File: config.mk
export PLATFORM = sky130hd
export DESIGN_NAME = mac8_wb_buffer
export DESIGN_NICKNAME = d
export VERILOG_FILES = /design/src/rtl/mac8_pkg.sv /design/src/rtl/mac8_credit_ctr.sv /design/src/rtl/mac8_wb_buffer.sv
export SDC_FILE = /design/constraint.sdc
export NUM_CORES = 1
export LEC_CHECK = 0
export CAP_MARGIN = 15
export CORE_UTILIZATION = 50
export CTS_CLUSTER_SIZE = 28
export DETAILED_ROUTE_END_ITERATION = 8
export PLACE_DENSITY = 0.79
export SLEW_MARGIN = 25
export SYNTH_ARGS = -nofsm -noshare
export SYNTH_HDL_FRONTEND = slang
export SYNTH_SLANG_ARGS = --single-unit
File: constraint.sdc
create_clock -name clk_i -period 3.4 [get_ports clk_i]
set_input_delay 0.34 -clock clk_i [delete_from_list [all_inputs] [get_ports clk_i]]
set_output_delay 0.34 -clock clk_i [all_outputs]
set_load 0.005 [all_outputs]
File: src/rtl/mac8_pkg.sv
// rtl/mac8_pkg.sv - shared mac8 writeback types and constants
package mac8_pkg;

    localparam int MAC8_PIPE_LAT      = 3;
    localparam int MAC8_WB_DEPTH      = 4;
    localparam int MAC8_XLEN          = 32;
    localparam int MAC8_TRANS_ID_BITS = 3;

    typedef struct packed {
        logic [MAC8_XLEN-1:0]          data;
        logic [MAC8_TRANS_ID_BITS-1:0] trans_id;
    } mac8_wb_entry_t;

endpackage

File: src/rtl/mac8_credit_ctr.sv
// rtl/mac8_credit_ctr.sv - mac8 in-flight counter and issue credit
module mac8_credit_ctr
    import mac8_pkg::*;
#(
    parameter int DEPTH    = MAC8_WB_DEPTH,
    parameter int PIPE_LAT = MAC8_PIPE_LAT,
    parameter int CW       = $clog2(DEPTH + 1)
) (
    input  logic          clk_i,
    input  logic          rst_i,
    input  logic          flush_i,
    input  logic          issue_valid_i,
    input  logic          res_valid_i,
    input  logic [CW-1:0] count_i,
    output logic          issue_ready_o
);

    localparam int IW = $clog2(PIPE_LAT + 1);
    localparam logic [IW-1:0] INFLIGHT_MAX = IW'(PIPE_LAT);

    logic [IW-1:0] inflight_q;
    logic [CW:0]   used;
    logic          issue_fire;

    // Every issued op owns a FIFO slot until it is popped, so a result can never hit a full FIFO.
    assign used          = {1'b0, count_i} + (CW + 1)'(inflight_q);
    assign issue_ready_o = (used < (CW + 1)'(DEPTH)) && !rst_i;
    assign issue_fire    = issue_valid_i && issue_ready_o && !flush_i;

    always_ff @(posedge clk_i) begin
        if (rst_i || flush_i) begin
            inflight_q <= '0;
        end else if (issue_fire && !res_valid_i) begin
            if (inflight_q != INFLIGHT_MAX) begin
                inflight_q <= inflight_q + 1'b1;
            end
        end else if (!issue_fire && res_valid_i) begin
            if (inflight_q != '0) begin
                inflight_q <= inflight_q - 1'b1;
            end
        end
    end

endmodule

File: src/rtl/mac8_wb_buffer.sv
// rtl/mac8_wb_buffer.sv - mac8 result FIFO and writeback adapter; MAC8_WB_BYPASS_EN enables empty-FIFO bypass
module mac8_wb_buffer
    import mac8_pkg::*;
#(
    parameter int DEPTH         = MAC8_WB_DEPTH,
    parameter int PIPE_LAT      = MAC8_PIPE_LAT,
    parameter int XLEN          = 32,
    parameter int TRANS_ID_BITS = 3
) (
    input  logic                       clk_i,
    input  logic                       rst_i,
    input  logic                       flush_i,
    input  logic                       issue_valid_i,
    output logic                       issue_ready_o,
    input  logic                       res_valid_i,
    input  logic [XLEN-1:0]            res_data_i,
    input  logic [TRANS_ID_BITS-1:0]   res_trans_id_i,
    output logic                       wb_valid_o,
    input  logic                       wb_ready_i,
    output logic [XLEN-1:0]            wb_data_o,
    output logic [TRANS_ID_BITS-1:0]   wb_trans_id_o,
    output logic [$clog2(DEPTH+1)-1:0] occupancy_o,
    output logic                       overflow_o
);

    localparam int CW = $clog2(DEPTH + 1);
    localparam int PW = (DEPTH > 1) ? $clog2(DEPTH) : 1;

    typedef struct packed {
        logic [XLEN-1:0]          data;
        logic [TRANS_ID_BITS-1:0] trans_id;
    } entry_t;

    entry_t          mem_q [DEPTH];
    entry_t          head_q;
    entry_t          head_d;
    entry_t          res_entry;
    logic [PW-1:0]   rd_ptr_q;
    logic [PW-1:0]   wr_ptr_q;
    logic [PW-1:0]   rd_next;
    logic [CW-1:0]   count_q;
    logic            overflow_q;
    logic            has_entry;
    logic            full;
    logic            bypass_hit;
    logic            push;
    logic            push_ok;
    logic            pop;

    function automatic logic [PW-1:0] ptr_inc(input logic [PW-1:0] p);
        return (p == PW'(DEPTH - 1)) ? '0 : p + 1'b1;
    endfunction

    assign res_entry = '{data: res_data_i, trans_id: res_trans_id_i};
    assign has_entry = (count_q != '0);
    assign full      = (count_q == CW'(DEPTH));

`ifdef MAC8_WB_BYPASS_EN
    assign bypass_hit = !has_entry && res_valid_i && !flush_i;
`else
    assign bypass_hit = 1'b0;
`endif

    assign wb_valid_o    = has_entry || bypass_hit;
    assign wb_data_o     = bypass_hit ? res_data_i : head_q.data;
    assign wb_trans_id_o = bypass_hit ? res_trans_id_i : head_q.trans_id;
    assign occupancy_o   = count_q;
    assign overflow_o    = overflow_q;

    assign pop     = has_entry && wb_ready_i && !flush_i;
    assign push    = res_valid_i && !flush_i && !(bypass_hit && wb_ready_i);
    assign push_ok = push && (!full || pop);
    assign rd_next = pop ? ptr_inc(rd_ptr_q) : rd_ptr_q;

    // The head is registered so the writeback outputs never depend on the RAM read path.
    always_comb begin
        head_d = head_q;
        if (pop && count_q > CW'(1)) begin
            head_d = mem_q[rd_next];
        end else if ((push_ok || bypass_hit) &&
                     (count_q == '0 || (pop && count_q == CW'(1)))) begin
            head_d = res_entry;
        end
    end

    always_ff @(posedge clk_i) begin
        if (push_ok) begin
            mem_q[wr_ptr_q] <= res_entry;
        end
    end

    always_ff @(posedge clk_i) begin
        if (rst_i) begin
            rd_ptr_q   <= '0;
            wr_ptr_q   <= '0;
            count_q    <= '0;
            overflow_q <= 1'b0;
            head_q     <= '0;
        end else if (flush_i) begin
            rd_ptr_q <= '0;
            wr_ptr_q <= '0;
            count_q  <= '0;
        end else begin
            head_q   <= head_d;
            rd_ptr_q <= rd_next;
            if (push_ok) begin
                wr_ptr_q <= ptr_inc(wr_ptr_q);
            end
            if (push && full && !pop) begin
                overflow_q <= 1'b1;
            end
            if (push_ok && !pop) begin
                count_q <= count_q + 1'b1;
            end else if (!push_ok && pop) begin
                count_q <= count_q - 1'b1;
            end
        end
    end

    mac8_credit_ctr #(
        .DEPTH    (DEPTH),
        .PIPE_LAT (PIPE_LAT),
        .CW       (CW)
    ) u_credit (
        .clk_i         (clk_i),
        .rst_i         (rst_i),
        .flush_i       (flush_i),
        .issue_valid_i (issue_valid_i),
        .res_valid_i   (res_valid_i),
        .count_i       (count_q),
        .issue_ready_o (issue_ready_o)
    );

endmodule
# Word-level counts from Yosys, hierarchy flattened
# Memories as Yosys holds them, arrays and structs flattened.
# Index checks and enable logic that the tools add are counted.
# W data, S select, Z words.
[totals]
reg_bits = 45
ramBits = 140
inputBits = 41
output_inout_bits = 41
word_cells = 74
mem_count = 1
[classes]
n_addsub = 7
magnitude_cmp = 2
eq_ne = 6
mux = 13
bitwise_logic = 1
reduce_logical = 37
[memory_table]
columns = ["memory", "words", "word_bits", "read_ports", "rd_clocked_by_memory_dff", "write_ports", "line_no", "rtl"]
rows = [
  ["mem_q", 4, 35, 1, 0, 1, "mac8_wb_buffer.sv:34", "entry_t mem_q [DEPTH];"],
]
[ops]
columns = ["op", "count"]
rows = [
  ["$mux W35", 2],
  ["$logic_and A1 B1 Y1", 16],
  ["$mux W2", 7],
  ["$reduce_bool A2 Y1", 5],
  ["$logic_not A1 Y1", 7],
  ["$add A2 B1 Y2 const B", 3],
  ["$mux W3", 2],
  ["$add A3 B2 Y4", 1],
  ["$eq A2 B2 Y1 const B", 2],
  ["$lt A4 B3 Y1 const B", 1],
  ["$ne A2 B2 Y1 const B", 2],
  ["$reduce_and A2 Y1", 2],
  ["$add A3 B1 Y3 const B", 1],
  ["$eq A3 B1 Y1 const B", 1],
  ["$eq A3 B3 Y1 const B", 1],
  ["$gt A3 B1 Y1 const B", 1],
  ["$logic_not A3 Y1", 1],
  ["$logic_or A1 B1 Y1", 3],
  ["$reduce_and A3 Y1", 1],
  ["$reduce_bool A3 Y1", 1],
  ["$sub A3 B1 Y3 const B", 1],
  ["$mux W1", 2],
  ["$reduce_or A2 Y1", 1],
  ["$sub A2 B1 Y2 const B", 1],
  ["$not A1 Y1", 1],
]

# Longest topological paths before layout
[logic_depth]
depth_word = 9
ltp_mapped = 12
depth_no_buf = 10

# Cells and area by module
# Synthesis repeated with hierarchy kept, for this count alone.
[hier_totals]
cells_unflattened = 791
hier_area_um2 = 9016.1
[modules_own_cells]
columns = ["module", "n_inst", "cells_per_inst", "area_each_um2", "seq_area_each_um2"]
rows = [
  ["mac8_wb_buffer", 1, 770, 8829.7, 5064.9],
  ["mac8_credit_ctr", 1, 21, 186.4, 40.0],
]

# Least setup slack after synthesis
# No wires, ideal clock.
[synth_timing]
path_kind = "reg-to-reg"
start = "reg count_q[0], in the netlist occupancy_o[0]"
end = "mem mem_q[3][0] in the netlist's numbering (enable)"
setup_ns = 0.395
arrival_ns = 2.043
t_required_ns = 3.005
setup_slack_ns = 0.961
stages_incl_launch_ff = 7
n_path_buf = 1
synth_period_minus_slack_ns = 2.439
path_cell_list = "dfxtp_1 inv_1 ha_1 nand2_1 o21a_1 clkbuf_1 and2_1"
[synth_via]
elab_chain_cells = 7
elab_cells_between_ends = 9
cone_classes = "eq/ne (1); mux (2); reduce/logical (6)"
[synth_lines]
columns = ["item", "line_no", "rtl"]
rows = [
  ["start, declared", "mac8_wb_buffer.sv:41", "logic [CW-1:0] count_q;"],
  ["start signal, assigned", "mac8_wb_buffer.sv:113", "count_q <= count_q + 1'b1;"],
  ["start signal, assigned", "mac8_wb_buffer.sv:115", "count_q <= count_q - 1'b1;"],
  ["$reduce_bool A3 Y1", "mac8_wb_buffer.sv:55", "assign has_entry = (count_q != '0);"],
  ["$logic_and A1 B1 Y1 (2 in a row)", "mac8_wb_buffer.sv:70", "assign pop = has_entry && wb_ready_i && !flush_i;"],
  ["$logic_or A1 B1 Y1 *", "mac8_wb_buffer.sv:72", "assign push_ok = push && (!full || pop);"],
  ["$logic_and A1 B1 Y1 *", "mac8_wb_buffer.sv:72", ""],
  ["via push_ok", "mac8_wb_buffer.sv:47", "logic push_ok;"],
  ["$mux W1 *", "mac8_wb_buffer.sv:87", "if (push_ok) begin"],
  ["$mux W1 (not written as such) *", "mac8_wb_buffer.sv:88", "mem_q[wr_ptr_q] <= res_entry;"],
  ["end, declared", "mac8_wb_buffer.sv:34", ""],
]
# Mark *: on every way through the listed nets, which the timed path passes. The rest lies on a longest branch.

# Worst setup path after layout
[layout_timing]
start = "reg count_q[0], in the netlist occupancy_o[0]"
end = "reg head_q, in the netlist wb_data_o[31]"
[layout_via]
elab_chain_cells = 8
elab_cells_between_ends = 19
cone_classes = "order compare (1); eq/ne (2); mux (2); reduce/logical (13); memory (1)"
[layout_lines]
columns = ["item", "line_no", "rtl"]
rows = [
  ["parallel branches: the longest is 8 deep, another holds $mem_v2 Z4 W35", "-", ""],
  ["end signal, assigned", "mac8_wb_buffer.sv:98", "head_q <= '0;"],
  ["end signal, assigned", "mac8_wb_buffer.sv:104", "head_q <= head_d;"],
  ["end, declared", "mac8_wb_buffer.sv:35", "entry_t head_q;"],
]
# Several ways; the timed one is not identified.
# A chain may end at the register's enable or synchronous reset.

==> reports/metrics.cfg <==
[grt]
grt_start_max_net_pins=132
grt_pass1_wl_mm=39.5
antenna_found_initial=0
grt_pass1_vias=7343
grt-ovfl-total=0
grtUsageTotal_pct=25.9

[placement]
place_congestion=0.797
portBuffers=81
place_hpwl_mm=14.0

[detailed_routing]
dr_total_vias=7874
post_drt_wl_per_cell_um=22.0
routed_wirelength_mm=25.6
avgViaCountPerCell=6.77
drc_errors=0
drt_iter0_drc=893
detail-route-antenna-nets=0
first_pass_iters=5

[power_and_ir_drop]
p_comb_share_pct=10.8
p_sw_share_pct=22.7
p_leak_nw=3.64
clkPwrFrac_pct=42.8
cellPowerDensity_nw_per_um2=479
power_switching_w=0.00123
irDropWorstVdd_mv=0.372
p_int_w=0.00419
power_w=0.00543
seqPwrFrac_pct=46.4

[sta]
fin_skew_ps=5.26
rsz0062_at_grt=false
fin_crit_ps=2630
setup_tns_ps=0
setup_viol=0
fmax_mhz=381
hold_viol_final=0
hold_ws_ps=475
fin_crit_sh_pct=77.2
maxSlewViolCount=0
worstMarginPinSlew_ps=893
relSlewSlack_pct=40.5

[cts]
ctsHtreeMaxLevel=4
cts_hold_buf=0
clockBufferDepth=2
cts_tree=done
clock_latency_ps=430
cts_setup_buffers=0
ctsResizeCount=0
clock_sinks=185
clockRootBuffer=clkbuf_16
cts_buffers=17
path_clk_slew_ps=70

[finish]
syn_to_final_growth_pct=17.5
fin_nets=968
diodes=0
drive_gt1_share_pct=8.72
final.fill_count=1493

[setup_path]
reg2reg_depth=8
crit_slowest_cell=or3_1
path_max_fanout=20
cpPeakStageDelay_ps=700
path_class=reg2reg
required_ps=3720
crit_arrival_ps=2950
endpoint_kind=flop
worstSetupStartpointType=flop
cp_cell_sequence=inv_1 -> ha_1 -> nor2b_4 -> nor2_4 -> inv_2 -> or3_1 -> buf_12 -> o221a_2

[logic_synthesis]
synthTopCellsByArea=edfxtp_1, dfxtp_1, nand2b_1
ys_types=42
synthCells=893
synth_top_area_share_pct=43.6
yosys-top-cells-count=edfxtp_1, clkbuf_1, nand2_1
synth-async-reset-ratio_pct=0
synth_most_common_cell=edfxtp_1
ys_warn_count=0
syn-num-nets=945
synth_area_leader_cell=edfxtp_1
synth_seq_area_share_pct=53.0
synth_edf_count=140
syn_area_um2=9640
synth_seq_cells=185
ys.flop_type=edfxtp_1
avgSynthCellArea_um2=10.8

[floorplanning]
die_w_um=141
pin_count=82
dieArea_um2=19800
rows=50
core_area_um2=18800
start_util_pct=51.4
fp.dieH_um=141

[status]
status=finished, final reports clean

[job]
cap_violations=0

[min_path]
hold_path_depth=2
hold_class=reg2reg

[logic make-up (layout without fill, tap and decap cells)]
family	Yosys count	in the layout	synth area share (%)
AND/OR/NAND/NOR	283	283	16.8
XOR/XNOR	2	2	0.182
adder cells (fa/ha/maj)	11	11	1.43
multiplexers	4	4	0.415
AO/OA/AOI/OAI	297	297	23.4
flip-flops	185	185	53.0
buffers and inverters	111	147	4.87
[power groups by stage]
stage	Combinational, W	Sequential [W]	Clock, W
2_1_floorplan	0.000328	0.00256	0
3_3_place_gp	0.000564	0.00256	0
3_5_place_dp	0.000576	0.00256	0
4_1_cts	0.000579	0.00252	0.00233
5_1_grt	0.000626	0.00252	0.00243
6_report	0.000586	0.00252	0.00232
[per-layer routing]
metal  part of all wire [%]  track usage, %
met1                     41            33.7
met3                    7.4            4.45
met2                     49            43.0
met4                    2.4            10.5
met5                      0               0
[path summary, 6_finish.rpt]
check                  from            end  slack (ps)
min reg2reg     rd_ptr_q[1]    rd_ptr_q[1]         470
max          occupancy_o[0]  wb_data_o[31]         770
min             rd_ptr_q[1]    rd_ptr_q[1]         470
max reg2reg  occupancy_o[0]  wb_data_o[31]         770
[through the flow]
stage          instances  cell area, um^2  worst slack, ps  utilization (%)
6_report            1163            11300              774             60.3
5_1_grt             1163            11300              693             60.3
4_1_cts             1163            11300              790             60.3
3_5_place_dp        1131            10600              623             56.6
3_3_place_gp        1131            10600              683             56.6
2_1_floorplan        893             9640              961                -
[cell type report]
class / instances / area, um^2 / area share [%]
flip-flops and latches: 185 / 5110 / 45.1
multi-input cells: 597 / 4100 / 36.2
repair buffers: 108 / 1100 / 9.75
clock buffers: 19 / 443 / 3.91
well taps: 234 / 293 / 2.59
clock inverters: 13 / 248 / 2.19
inverters: 7 / 27.5 / 0.243
[flip-flops by register name, summed over array words and instances, names as in the netlist]
name                 flops
wb_trans_id_o            3
u_credit.inflight_q      2
overflow_o               1
wb_data_o               32
rd_ptr_q                 2
wr_ptr_q                 2
mem_q                  140
occupancy_o              3
[critical path: cells and delay by family, from the launching register on]
kind	cells	cell delay (ps)
adder cells (fa/ha/maj)	1	260
flip-flops	1	480
AND/OR/NAND/NOR	3	1000
AO/OA/AOI/OAI	1	290
buffers and inverters	3	470
[placed cells by master (no fill, tap or decap), types with 2 or more instances in the layout]
cell type and count:
edfxtp_1 140, clkdlybuf4s50_1 81, nand2_1 75, o21ai_0 74
nand2b_1 71, dfxtp_1 44, nand3_1 36, a31oi_1 36
nor4b_1 35, a22oi_1 35, a311o_1 35, nand4_1 35
a22o_1 35, o211ai_1 35, o221a_1 29, buf_4 19
clkbuf_16 17, nor2_1 12, ha_1 11, bufinv_16 7
buf_12 7, o221a_2 6, a21oi_1 6, inv_1 5
and2_2 4, mux2i_1 4, clkinv_2 3, or3_1 3
nor2b_1 2, nor2b_4 2, nor2_4 2, xor2_1 2
clkinvlp_4 2
Power figures use the tool's default switching activity.
